$ cat config.mk
export PLATFORM = sky130hd
export DESIGN_NAME = approx_mul_pipe
export DESIGN_NICKNAME = d
export VERILOG_FILES = /design/src/rtl/approx_mul_pkg.sv /design/src/rtl/approx_mul_pipe_ha_row.sv /design/src/rtl/approx_mul_pipe.sv
export SDC_FILE = /design/constraint.sdc
export NUM_CORES = 1
export LEC_CHECK = 0
export BUFFER_PORTS_ARGS = -buffer_cell sky130_fd_sc_hd__buf_2
export CORE_MARGIN = 2
export CORE_UTILIZATION = 50
export DETAILED_ROUTE_END_ITERATION = 8
export GPL_TIMING_DRIVEN = 0
export PLACE_DENSITY = 0.65
export SLEW_MARGIN = 20
export SYNTH_ARGS = -nofsm -noshare
export SYNTH_HDL_FRONTEND = slang
export SYNTH_SLANG_ARGS = --single-unit
$ cat constraint.sdc
create_clock -name clk -period 4.3 [get_ports clk]
set_input_delay 0.43 -clock clk [delete_from_list [all_inputs] [get_ports clk]]
set_output_delay 0.43 -clock clk [all_outputs]
set_load 0.01 [all_outputs]
$ cat src/rtl/approx_mul_pkg.sv
// approx_mul_pkg: shared types and helpers for the pipelined
// approximate multiplier.
package approx_mul_pkg;

  typedef enum logic [1:0] {
    MODE_EXACT = 2'b00,
    MODE_OR    = 2'b01,
    MODE_CARRY = 2'b10,
    MODE_ELIM  = 2'b11
  } mode_e;

  localparam int DEF_WIDTH = 8;

  function automatic int pairs_f(input int w);
    return w / 2;
  endfunction

  function automatic int t_width_f(input int w);
    return w + 1;
  endfunction

  function automatic int b_width_f(input int w);
    return w - 1;
  endfunction

  // Returns {carry, sum} for one approximate half-adder cell.
  function automatic logic [1:0] ha_cell(
    input mode_e mode,
    input logic  a,
    input logic  b
  );
    logic [1:0] cs;
    cs = 2'b00;
    unique case (mode)
      MODE_EXACT: cs = {a & b, a ^ b};
      MODE_OR:    cs = {1'b0, a | b};
      MODE_CARRY: cs = {a, 1'b0};
      MODE_ELIM:  cs = 2'b00;
      default:    cs = 2'b00;
    endcase
    return cs;
  endfunction

endpackage

$ cat src/rtl/approx_mul_pipe_ha_row.sv
// approx_ha_row: combinational compressor for one pair of
// partial-product rows with per-column approximation.
module approx_ha_row
  import approx_mul_pkg::*;
#(
  parameter int WIDTH = DEF_WIDTH
) (
  input  logic [WIDTH-1:0]       a_row_i,
  input  logic [WIDTH-1:0]       b_row_i,
  input  logic [2*(WIDTH-1)-1:0] mode_i,
  output logic [WIDTH:0]         t_o,
  output logic [WIDTH-2:0]       b_o
);

  logic [1:0] cs;

  always_comb begin
    t_o = '0;
    b_o = '0;
    cs  = '0;
    t_o[0] = a_row_i[0];
    b_o[WIDTH-2] = b_row_i[WIDTH-1];
    for (int j = 0; j < WIDTH-1; j++) begin
      cs = ha_cell(mode_e'(mode_i[2*j +: 2]),
                   a_row_i[j+1], b_row_i[j]);
      t_o[j+1] = cs[0];
      // Top column carries into t; b's top bit is the b-row MSB.
      if (j == WIDTH-2) t_o[WIDTH] = cs[1];
      else              b_o[j]     = cs[1];
    end
  end

endmodule

$ cat src/rtl/approx_mul_pipe.sv
// approx_mul_pipe: two-stage approximate unsigned multiplier
// behind a valid/ready stream.
module approx_mul_pipe
  import approx_mul_pkg::*;
#(
  parameter int WIDTH = DEF_WIDTH
) (
  input  logic                   clk,
  input  logic                   rst_n,
  input  logic                   in_valid,
  output logic                   in_ready,
  input  logic [WIDTH-1:0]       in_x,
  input  logic [WIDTH-1:0]       in_y,
  input  logic [2*(WIDTH-1)-1:0] in_mode,
  output logic                   out_valid,
  input  logic                   out_ready,
  output logic [2*WIDTH-1:0]     out_p,
  output logic                   out_ovf,
  output logic                   out_exact
);

  localparam int PAIRS = pairs_f(WIDTH);
  localparam int TW    = t_width_f(WIDTH);
  localparam int BW    = b_width_f(WIDTH);
  localparam int SW    = 2*WIDTH + 1;

  logic s1_valid_q, s2_valid_q;
  logic s1_load, s2_load, accept;

  logic [TW-1:0] t_d [PAIRS];
  logic [TW-1:0] t_q [PAIRS];
  logic [BW-1:0] b_d [PAIRS];
  logic [BW-1:0] b_q [PAIRS];
  logic          exact_q;

  logic [SW-1:0]      sum_d;
  logic [2*WIDTH-1:0] p_q;
  logic               ovf_q;
  logic               ex_q;

  assign s2_load  = !s2_valid_q || out_ready;
  assign s1_load  = !s1_valid_q || s2_load;
  assign in_ready = s1_load;
  assign accept   = in_valid && s1_load;

  for (genvar k = 0; k < PAIRS; k++) begin : g_pair
    approx_ha_row #(.WIDTH(WIDTH)) u_row (
      .a_row_i (in_y & {WIDTH{in_x[2*k]}}),
      .b_row_i (in_y & {WIDTH{in_x[2*k+1]}}),
      .mode_i  (in_mode),
      .t_o     (t_d[k]),
      .b_o     (b_d[k])
    );
  end

  always_ff @(posedge clk or negedge rst_n) begin
    if (!rst_n) begin
      s1_valid_q <= 1'b0;
    end else if (s1_load) begin
      s1_valid_q <= in_valid;
    end
  end

  always_ff @(posedge clk or negedge rst_n) begin
    if (!rst_n) begin
      for (int k = 0; k < PAIRS; k++) begin
        t_q[k] <= '0;
        b_q[k] <= '0;
      end
      exact_q <= 1'b0;
    end else if (accept) begin
      t_q     <= t_d;
      b_q     <= b_d;
      exact_q <= (in_mode == '0);
    end
  end

  // Each pair contributes t + 4*b, weighted by 4^k.
  always_comb begin
    sum_d = '0;
    for (int k = 0; k < PAIRS; k++) begin
      sum_d = sum_d
            + ((SW'(t_q[k]) + (SW'(b_q[k]) << 2)) << (2*k));
    end
  end

  always_ff @(posedge clk or negedge rst_n) begin
    if (!rst_n) begin
      s2_valid_q <= 1'b0;
    end else if (s2_load) begin
      s2_valid_q <= s1_valid_q;
    end
  end

  always_ff @(posedge clk or negedge rst_n) begin
    if (!rst_n) begin
      p_q   <= '0;
      ovf_q <= 1'b0;
      ex_q  <= 1'b0;
    end else if (s2_load && s1_valid_q) begin
      p_q   <= sum_d[2*WIDTH-1:0];
      ovf_q <= sum_d[2*WIDTH];
      ex_q  <= exact_q;
    end
  end

  assign out_valid = s2_valid_q;
  assign out_p     = p_q;
  assign out_ovf   = ovf_q;
  assign out_exact = ex_q;

endmodule

Word level (Yosys, flattened, before mapping) --
Cells that the tools add are included.
Word-level totals: bits in registers 85, latch bits 0, bits in writable memories 0, ROM bits 0, bits of input ports 34, output and inout port bits 20, word-level logic and storage cells 176, memories kept 0
Cells by class: add/subtract/negate cells 7, multipliers 0, div/mod/pow operators 0, $lt $le $gt $ge 0, equality and inequality tests 21, shifts and indexed selects 0, mux-type cells 28, bitwise gates (word level) 92, reductions and logical operators 14
Operators with widths (count):
- 2-bit one-hot mux with 4 select lines | 28
- 8-bit AND | 8
- 9-bit by 9-bit adder with 10-bit output | 4
- 1-bit AND | 28
- 2-bit equality test (second input constant) | 14
- 1-bit bitwise OR | 28
- 1-bit XOR | 28
- 15-bit by 16-bit adder with 17-bit output | 1
- 13-bit by 14-bit adder with 15-bit output | 1
- 2-bit by 1-bit equality test with 1-bit output (second input constant) | 7
- 14-bit logical NOT | 1
- 2-bit logical NOT | 7
- 10-bit by 12-bit adder with 13-bit output | 1
- 1-bit logical AND | 2
- 1-bit logical NOT | 2
- 1-bit logical OR | 2

Logic depth before layout (Yosys ltp) --
Gate-level depths: netlist (run 1).
depth after elaboration 4, gate-level depth with buffers 18

Hierarchy --
A second synthesis (run 1) with hierarchy kept.
Second synthesis, totals: cells, all modules 786, area, all modules 7464.7 um^2
By module, submodules not included:
- approx_mul_pipe | instances 1, cells each 526, area an instance 5617.9 um^2, seq. area each 2127.0 um^2
- approx_ha_row | instances 4, cells each 65, area an instance 461.7 um^2, seq. area each 0.0 um^2

Least setup slack after synthesis (run 1) --
No wires, ideal clock.
path kind flip-flop to flip-flop, start point register t_q[21] (netlist bit), end point register p_q[14] (netlist: out_p[14]), arrival 3651 ps, data required time 4166 ps, slack 515 ps, cell stages (with the launch flop) 16, buffers on the path 0, clock period less this slack 3785 ps, path through dfrtp_1 ha_1 a21o_1 a21oi_1 o21ai_0 o41ai_1 fa_1 inv_1 ha_1 ha_1 ha_1 a21oi_1 o211ai_2 a41oi_2 xor2_1 o21ai_1
On the way: cells in the longest elaborated chain, start to end 4
RTL lines:
- from (decl) | RTL line approx_mul_pipe.sv:31 | logic [TW-1:0] t_q [PAIRS];
- from (signal assigned) | RTL line approx_mul_pipe.sv:72 | t_q <= t_d;
- 9-bit by 9-bit adder with 10-bit output | RTL line approx_mul_pipe.sv:83 | + ((SW'(t_q[k]) + (SW'(b_q[k]) << 2)) << (2*k));
- 10-bit by 12-bit adder with 13-bit output | RTL line approx_mul_pipe.sv:83
- 13-bit by 14-bit adder with 15-bit output | RTL line approx_mul_pipe.sv:83
- 15-bit by 16-bit adder with 17-bit output | RTL line approx_mul_pipe.sv:83
- to (signal assigned) | RTL line approx_mul_pipe.sv:101 | p_q <= sum_d[2*WIDTH-1:0];
- to (decl) | RTL line approx_mul_pipe.sv:37 | logic [2*WIDTH-1:0] p_q;
Every way passes these cells. A chain may end at the register's enable or synchronous reset.

Worst setup path in the final report (run 1) --
start point register t_q[20] (netlist bit), end point register p_q[15] (netlist: out_p[15])
The elaborated chain is that of the path after synthesis.

==> results of run 1 <==
[repair_timing]
item / 4_1_cts / 5_1_grt
cloned: 0 / 0
setup buffers: 0 / 1
endpoints found under the setup margin: 3 / 5
pin swaps: 0 / 4
gates resized for setup: 1 / 12
[metrics by stage]
step	cells	power (W)
6_report	1020	0.003067
5_1_grt	1020	0.003284
4_1_cts	1019	0.003022
3_5_place_dp	1003	0.002216
3_3_place_gp	1002	0.002181
2_1_floorplan	799	0.001883
[sequential cells by signal, summed over array words and instances, names as in the netlist]
register    cells
out_valid       1
exact_q         1
s1_valid_q      1
out_ovf         1
out_p          16
t_q            36
out_exact       1
b_q            28
[power by group through the flow]
stage	logic, W	registers (W)	clock network (W)
after global placement	0.00118	0.000998	0
final	0.00128	0.000989	0.000796
after global routing	0.00145	0.00100	0.000830
after floorplan	0.000863	0.00102	0
after detailed placement	0.00121	0.00100	0
after CTS	0.00123	0.000990	0.000800
[worst max-delay path, stage by stage (launching register included)]
cell and delay [ns]:
sky130_fd_sc_hd__dfrtp_1 0.37, sky130_fd_sc_hd__ha_2 0.20, sky130_fd_sc_hd__inv_1 0.05, sky130_fd_sc_hd__fa_1 0.40, sky130_fd_sc_hd__nor2b_1 0.13, sky130_fd_sc_hd__o21a_1 0.19, sky130_fd_sc_hd__o21a_1 0.22, sky130_fd_sc_hd__mux2i_1 0.08
sky130_fd_sc_hd__and2_1 0.16, sky130_fd_sc_hd__fa_1 0.50, sky130_fd_sc_hd__inv_1 0.04, sky130_fd_sc_hd__ha_1 0.29, sky130_fd_sc_hd__ha_1 0.31, sky130_fd_sc_hd__ha_2 0.32, sky130_fd_sc_hd__o21ai_1 0.28, sky130_fd_sc_hd__a211oi_2 0.11
sky130_fd_sc_hd__o21a_1 0.20, sky130_fd_sc_hd__o31ai_2 0.20
[area by class of cell]
class,count,area [µm²]
well taps,180,225.2
repair buffers,25,145.1
clock buffers,12,246.5
fillers,1255,6042
multi-input cells,533,4349
clock inverters,4,47.55
plain buffers,47,195.2
inverters,134,503.0
flip-flops and latches,85,2127
[final timing paths]
check                              start         end  slack [ns]
worst min register to register  out_p[7]    out_p[7]        0.48
max in group asynchronous          rst_n     b_q[26]        3.55
min in group clk                in_valid  s1_valid_q        0.31
worst max-delay path             t_q[20]   out_p[15]        0.17
worst max register to register   t_q[20]   out_p[15]        0.17
worst min-delay path               rst_n    out_p[5]        0.13
[synthesized netlist by cell type (all sizes together)]
| cell type | n | area [µm²] |
|---|---|---|
| dfrtp | 85 | 2127 |
| a41o | 1 | 11.26 |
| o21bai | 3 | 22.52 |
| nor4 | 5 | 31.28 |
| a21oi | 15 | 75.07 |
| xor2 | 8 | 70.07 |
| o41ai | 1 | 8.760 |
| nor3 | 9 | 45.04 |
| a21o | 8 | 60.06 |
| a31o | 1 | 8.760 |
| and2 | 2 | 12.52 |
| o211ai | 2 | 25.02 |
| clkbuf | 25 | 93.84 |
| nand2 | 153 | 574.3 |
| nor2b | 4 | 32.53 |
| o31ai | 61 | 481.7 |
| ha | 106 | 1326 |
| nand2b | 6 | 37.54 |
| a221oi | 1 | 8.760 |
| mux2 | 6 | 67.56 |
| nand3b | 1 | 7.510 |
| mux2i | 57 | 570.6 |
| a211oi | 4 | 35.03 |
| o21a | 5 | 38.79 |
| and3 | 1 | 6.260 |
| fa | 22 | 440.4 |
| nand3 | 1 | 5.000 |
| inv | 134 | 503.0 |
| a41oi | 1 | 16.27 |
| nor2 | 13 | 48.80 |
| buf | 22 | 101.4 |
| nand4 | 2 | 12.51 |
| nand4b | 2 | 17.52 |
| xnor2 | 9 | 78.83 |
| o21ai | 23 | 115.1 |
[cells by family after synthesis]
kind of cell / synth area share (%)
AO/OA/AOI/OAI: 12.75
XOR/XNOR: 2.092
AND/OR/NAND/NOR: 11.67
multiplexers: 8.966
flip-flops: 29.89
buffers and inverters: 9.810
adder cells (fa/ha/maj): 24.82
[layer usage]
metal  GRT usage [%]  wire [µm]
met5               0          0
met4           7.102        323
met3           3.736        978
met2           41.79       8442
met1           33.02       8026
==> metrics.yaml, run 1 <==
min_period_over_period_pct: 96.05
postLayoutCellArea_um2: 7839
dp_slack_ns: -0.1294
drt_pre_antenna_iters: 5
cp-end-kind: "flip-flop"
worst_pin_slew_ns: 0.7586
fin_setup_tns_ns: 0
worstHoldPathType: "primary input to asynchronous set/reset pin"
pwr-share-seq_pct: 32.3
routedWlPerCell_um: 17.42
grt_pass1_vias: 5575
initial_core_util_pct: 51.27
final_max_slew_viol_count: 0
total_leakage_power_nw: 4.402
setup_repair_after_global_routing_missed_its_margin: "yes"
mappedNetlistArea_um2: 7117
drc: 0
clkLatencyLatePin_ns: 0.34
design.portCount: 54
fraction_of_layout_instances_using_a_drive_strength_above_1_pct: 9.643
htree_levels: 3
setup_viol: 0
total_switching_power_w: 0.001153
die_y_um: 123.3
synth.yosys.seq_area_share_pct: 29.89
synthesized_instance_count: 799
dr_total_vias: 5554
number_of_antenna_violations_at_the_first_check_in_global_routing: 0
vias_per_cell: 5.445
outcome: "complete, no violations"
largest_net_degree_at_the_start_of_global_routing: 54
cts_root_buffer: "sky130_fd_sc_hd__clkbuf_16"
number_of_warnings_issued_by_yosys: 0
yosysUniqueCellTypes: 43
portBuffers: 23
n_antenna_cell: 0
grt_first_pass_wirelength_um: 28410
critPathArrivalTime_ns: 4.39
fin_nets: 997
area_growth_syn_to_layout_pct: 10.14
period_minus_slack_ns: 4.130
final_cell_mix: "sky130_fd_sc_hd__nand2_1 (153), sky130_fd_sc_hd__inv_1 (134), sky130_fd_sc_hd__ha_1 (103)"
fp.dieW_um: 123.3
max-clock-path-buffers: 2
critPathMaxFanout: 4
die-area_um2: 15200
global_route.overflow_total: 0
max_cap_viol_count: 0
power-per-cell-area_nw_per_um2: 391.3
cp-start-kind: "flip-flop"
irDropWorstVdd_uv: 304.6
ant_nets: 0
tritoncts_num_sinks: 85
worstPathRequired_ns: 4.56
core_um2: 13880
post-route-util_pct: 56.47
intPower_w: 0.001914
total_wire_length_after_detailed_routing_um: 17770
final_critical_path_setup_slack_ns: 0.1700
slew_headroom_pct: 49.43
cts_hold_buffers: 0
crit_type: "flip-flop to flip-flop"
mostFrequentLayoutCell: "sky130_fd_sc_hd__nand2_1"
gp_congestion: 0.8842
hold_viol_final: 0
max_freq_ghz: 0.2421
tritoncts: "yes"
synth-seq-cells: 85
power.share.clock_pct: 25.9
post_dp_cell_area_um2: 7480
syn_area_cell_um2: 8.907
groute.usage.overall_pct: 24.75
final.hold.worst_slack_ns: 0.1278
worst-r2r-cell-count: 17
tritoncts.num_buffers: 9
fin_worst_skew_ns: 0.003169
place_hpwl_um: 13380
cts.clk_slew.worst_paths_ns: 0.06
power.share.combinational_pct: 41.8
mapped_nets: 961
core.rowCount: 43
drt_iter0_drc: 426
power.switching_fraction_pct: 37.60
Note: power is estimated with default switching activity, not from simulation.
==> inputs of run 2 (changes only) <==
Settings changed: CAP_MARGIN set to 25, CORE_UTILIZATION 50 to 55, PLACE_DENSITY 0.65 to 0.71.
==> metrics.yaml, run 2 (same netlist as run 1, synthesis figures left out) <==
outcome: "complete, no violations"
fin_nets: 996
mostFrequentLayoutCell: "sky130_fd_sc_hd__nand2_1"
setup_repair_after_global_routing_missed_its_margin: "yes"
core.rowCount: 41
max_freq_ghz: 0.2438
drc: 0
place_hpwl_um: 13030
period_minus_slack_ns: 4.101
critPathArrivalTime_ns: 4.36
area_growth_syn_to_layout_pct: 9.212
stdcell_count: 1011
cts_hold_buffers: 0
cts_root_buffer: "sky130_fd_sc_hd__clkbuf_16"
routedWlPerCell_um: 16.57
fp.dieW_um: 117.8
htree_levels: 3
worst_pin_slew_ns: 0.7175
die-area_um2: 13870
worstHoldPathType: "primary input to asynchronous set/reset pin"
largest_net_degree_at_the_start_of_global_routing: 54
drt_iter0_drc: 363
total_wire_length_after_detailed_routing_um: 16750
total_leakage_power_nw: 4.375
number_of_antenna_violations_at_the_first_check_in_global_routing: 0
groute.usage.overall_pct: 25.31
min_period_over_period_pct: 95.38
max-clock-path-buffers: 2
crit_type: "flip-flop to flip-flop"
grt_first_pass_wirelength_um: 27910
globalRoute.busiestLayer: "met2"
power-per-cell-area_nw_per_um2: 378.8
layout.filler_cells: 1101
hold_viol_final: 0
gp_congestion: 0.9501
vias_per_cell: 5.518
grtUsageMet2_pct: 41.86
groute.layer.met1.usage_pct: 34.63
clkLatencyLatePin_ns: 0.34
global_route.overflow_total: 0
irDropWorstVdd_uv: 213.9
cts.clk_slew.worst_paths_ns: 0.07
dr_total_vias: 5579
initial_core_util_pct: 56.40
cp-start-kind: "flip-flop"
post_dp_cell_area_um2: 7470
cell_count_post_placement: 995
registers.top_by_ff_count: "t_q"
tritoncts: "yes"
final_max_slew_viol_count: 0
tritoncts_num_sinks: 85
setup_viol: 0
portBuffers: 23
cp-end-kind: "flip-flop"
die_y_um: 117.8
tritoncts.num_buffers: 9
drt_pre_antenna_iters: 5
worstPathRequired_ns: 4.56
n_antenna_cell: 0
critPathMaxFanout: 7
post-route-util_pct: 61.59
largest_reg_flops: 36
max_cap_viol_count: 0
grt_pass1_vias: 5607
grtUsageMet3_pct: 3.101
ant_nets: 0
design.portCount: 54
fin_worst_skew_ns: 0.007067
fraction_of_layout_instances_using_a_drive_strength_above_1_pct: 9.178
core_um2: 12620
slew_headroom_pct: 52.17
postLayoutCellArea_um2: 7772
final_cell_mix: "sky130_fd_sc_hd__nand2_1 (153), sky130_fd_sc_hd__inv_1 (134), sky130_fd_sc_hd__ha_1 (104)"
-- run 2: stage by stage --
| step | TNS (ns) | power, W | worst slack [ns] | hold slack, ns |
|---|---|---|---|---|
| 4_1_cts | 0 | 0.002928 | 0.09043 | 0.1418 |
| 5_1_grt | -0.04126 | 0.003169 | -0.02132 | 0.1800 |
| 6_report | 0 | 0.002945 | 0.1989 | 0.1186 |
| 3_5_place_dp | 0 | 0.002202 | 0.02965 | 0.4674 |
| 2_1_floorplan | 0 | 0.001883 | 0.5153 | 0.1344 |
| 3_3_place_gp | 0 | 0.002165 | 0.01155 | 0.4555 |
-- run 2: critical path: stages (launching register included) --
cell                       delay, ns
sky130_fd_sc_hd__dfrtp_1        0.39
sky130_fd_sc_hd__ha_1           0.23
sky130_fd_sc_hd__fa_1           0.42
sky130_fd_sc_hd__a21o_1         0.22
sky130_fd_sc_hd__a21oi_1        0.22
sky130_fd_sc_hd__o21bai_1       0.09
sky130_fd_sc_hd__a21oi_1        0.17
sky130_fd_sc_hd__xnor2_1        0.16
sky130_fd_sc_hd__ha_1           0.26
sky130_fd_sc_hd__ha_1           0.30
sky130_fd_sc_hd__ha_1           0.30
sky130_fd_sc_hd__ha_1           0.39
sky130_fd_sc_hd__a21o_1         0.22
sky130_fd_sc_hd__a21oi_1        0.15
sky130_fd_sc_hd__o21bai_1       0.09
sky130_fd_sc_hd__o21a_1         0.20
sky130_fd_sc_hd__o31ai_2        0.20
-- run 2: final timing paths --
path | slack, ns | from | end | depth (start not counted)
worst max-delay path | 0.20 | t_q[11] | out_p[15] | 16
worst min-delay path | 0.12 | rst_n | s1_valid_q | 1
worst max register to register | 0.20 | t_q[11] | out_p[15] | 16
worst min register to register | 0.47 | out_p[12] | out_p[12] | 2
max in group asynchronous | 3.55 | rst_n | t_q[23] | 2
min in group clk | 0.30 | in_valid | s1_valid_q | 2
-- run 2: layout make-up --
class | count | area, µm² | area share (%)
Clock inverter | 6 | 40.04 | 0.5151
Buffer | 47 | 195.2 | 2.511
Tap cell | 172 | 215.2 | 2.769
Clock buffer | 10 | 229.0 | 2.946
Timing Repair Buffer | 24 | 137.6 | 1.771
Multi-Input combinational cell | 533 | 4325 | 55.65
Sequential cell | 85 | 2127 | 27.37
Inverter | 134 | 503.0 | 6.471
-- run 2: metal layers --
metal  vias to the layer above  share of wire [%]
li1                       2693                  -
met1                      2689                 45
met2                       169                 47
met3                        28                5.7
met4                         0                2.0
met5                         -                  0
-- run 2: power by group --
part | internal (W) | switching (W)
sequential | 0.000919 | 0.0000703
combinational | 0.000512 | 0.000722
clock | 0.000389 | 0.000332
total | 0.00182 | 0.00112
-- run 2: repair_timing --
item,4_1_cts,5_1_grt
pin swaps,0,3
endpoints found under the setup margin,1,5
gates resized for setup,1,6
buffers inserted,0,0
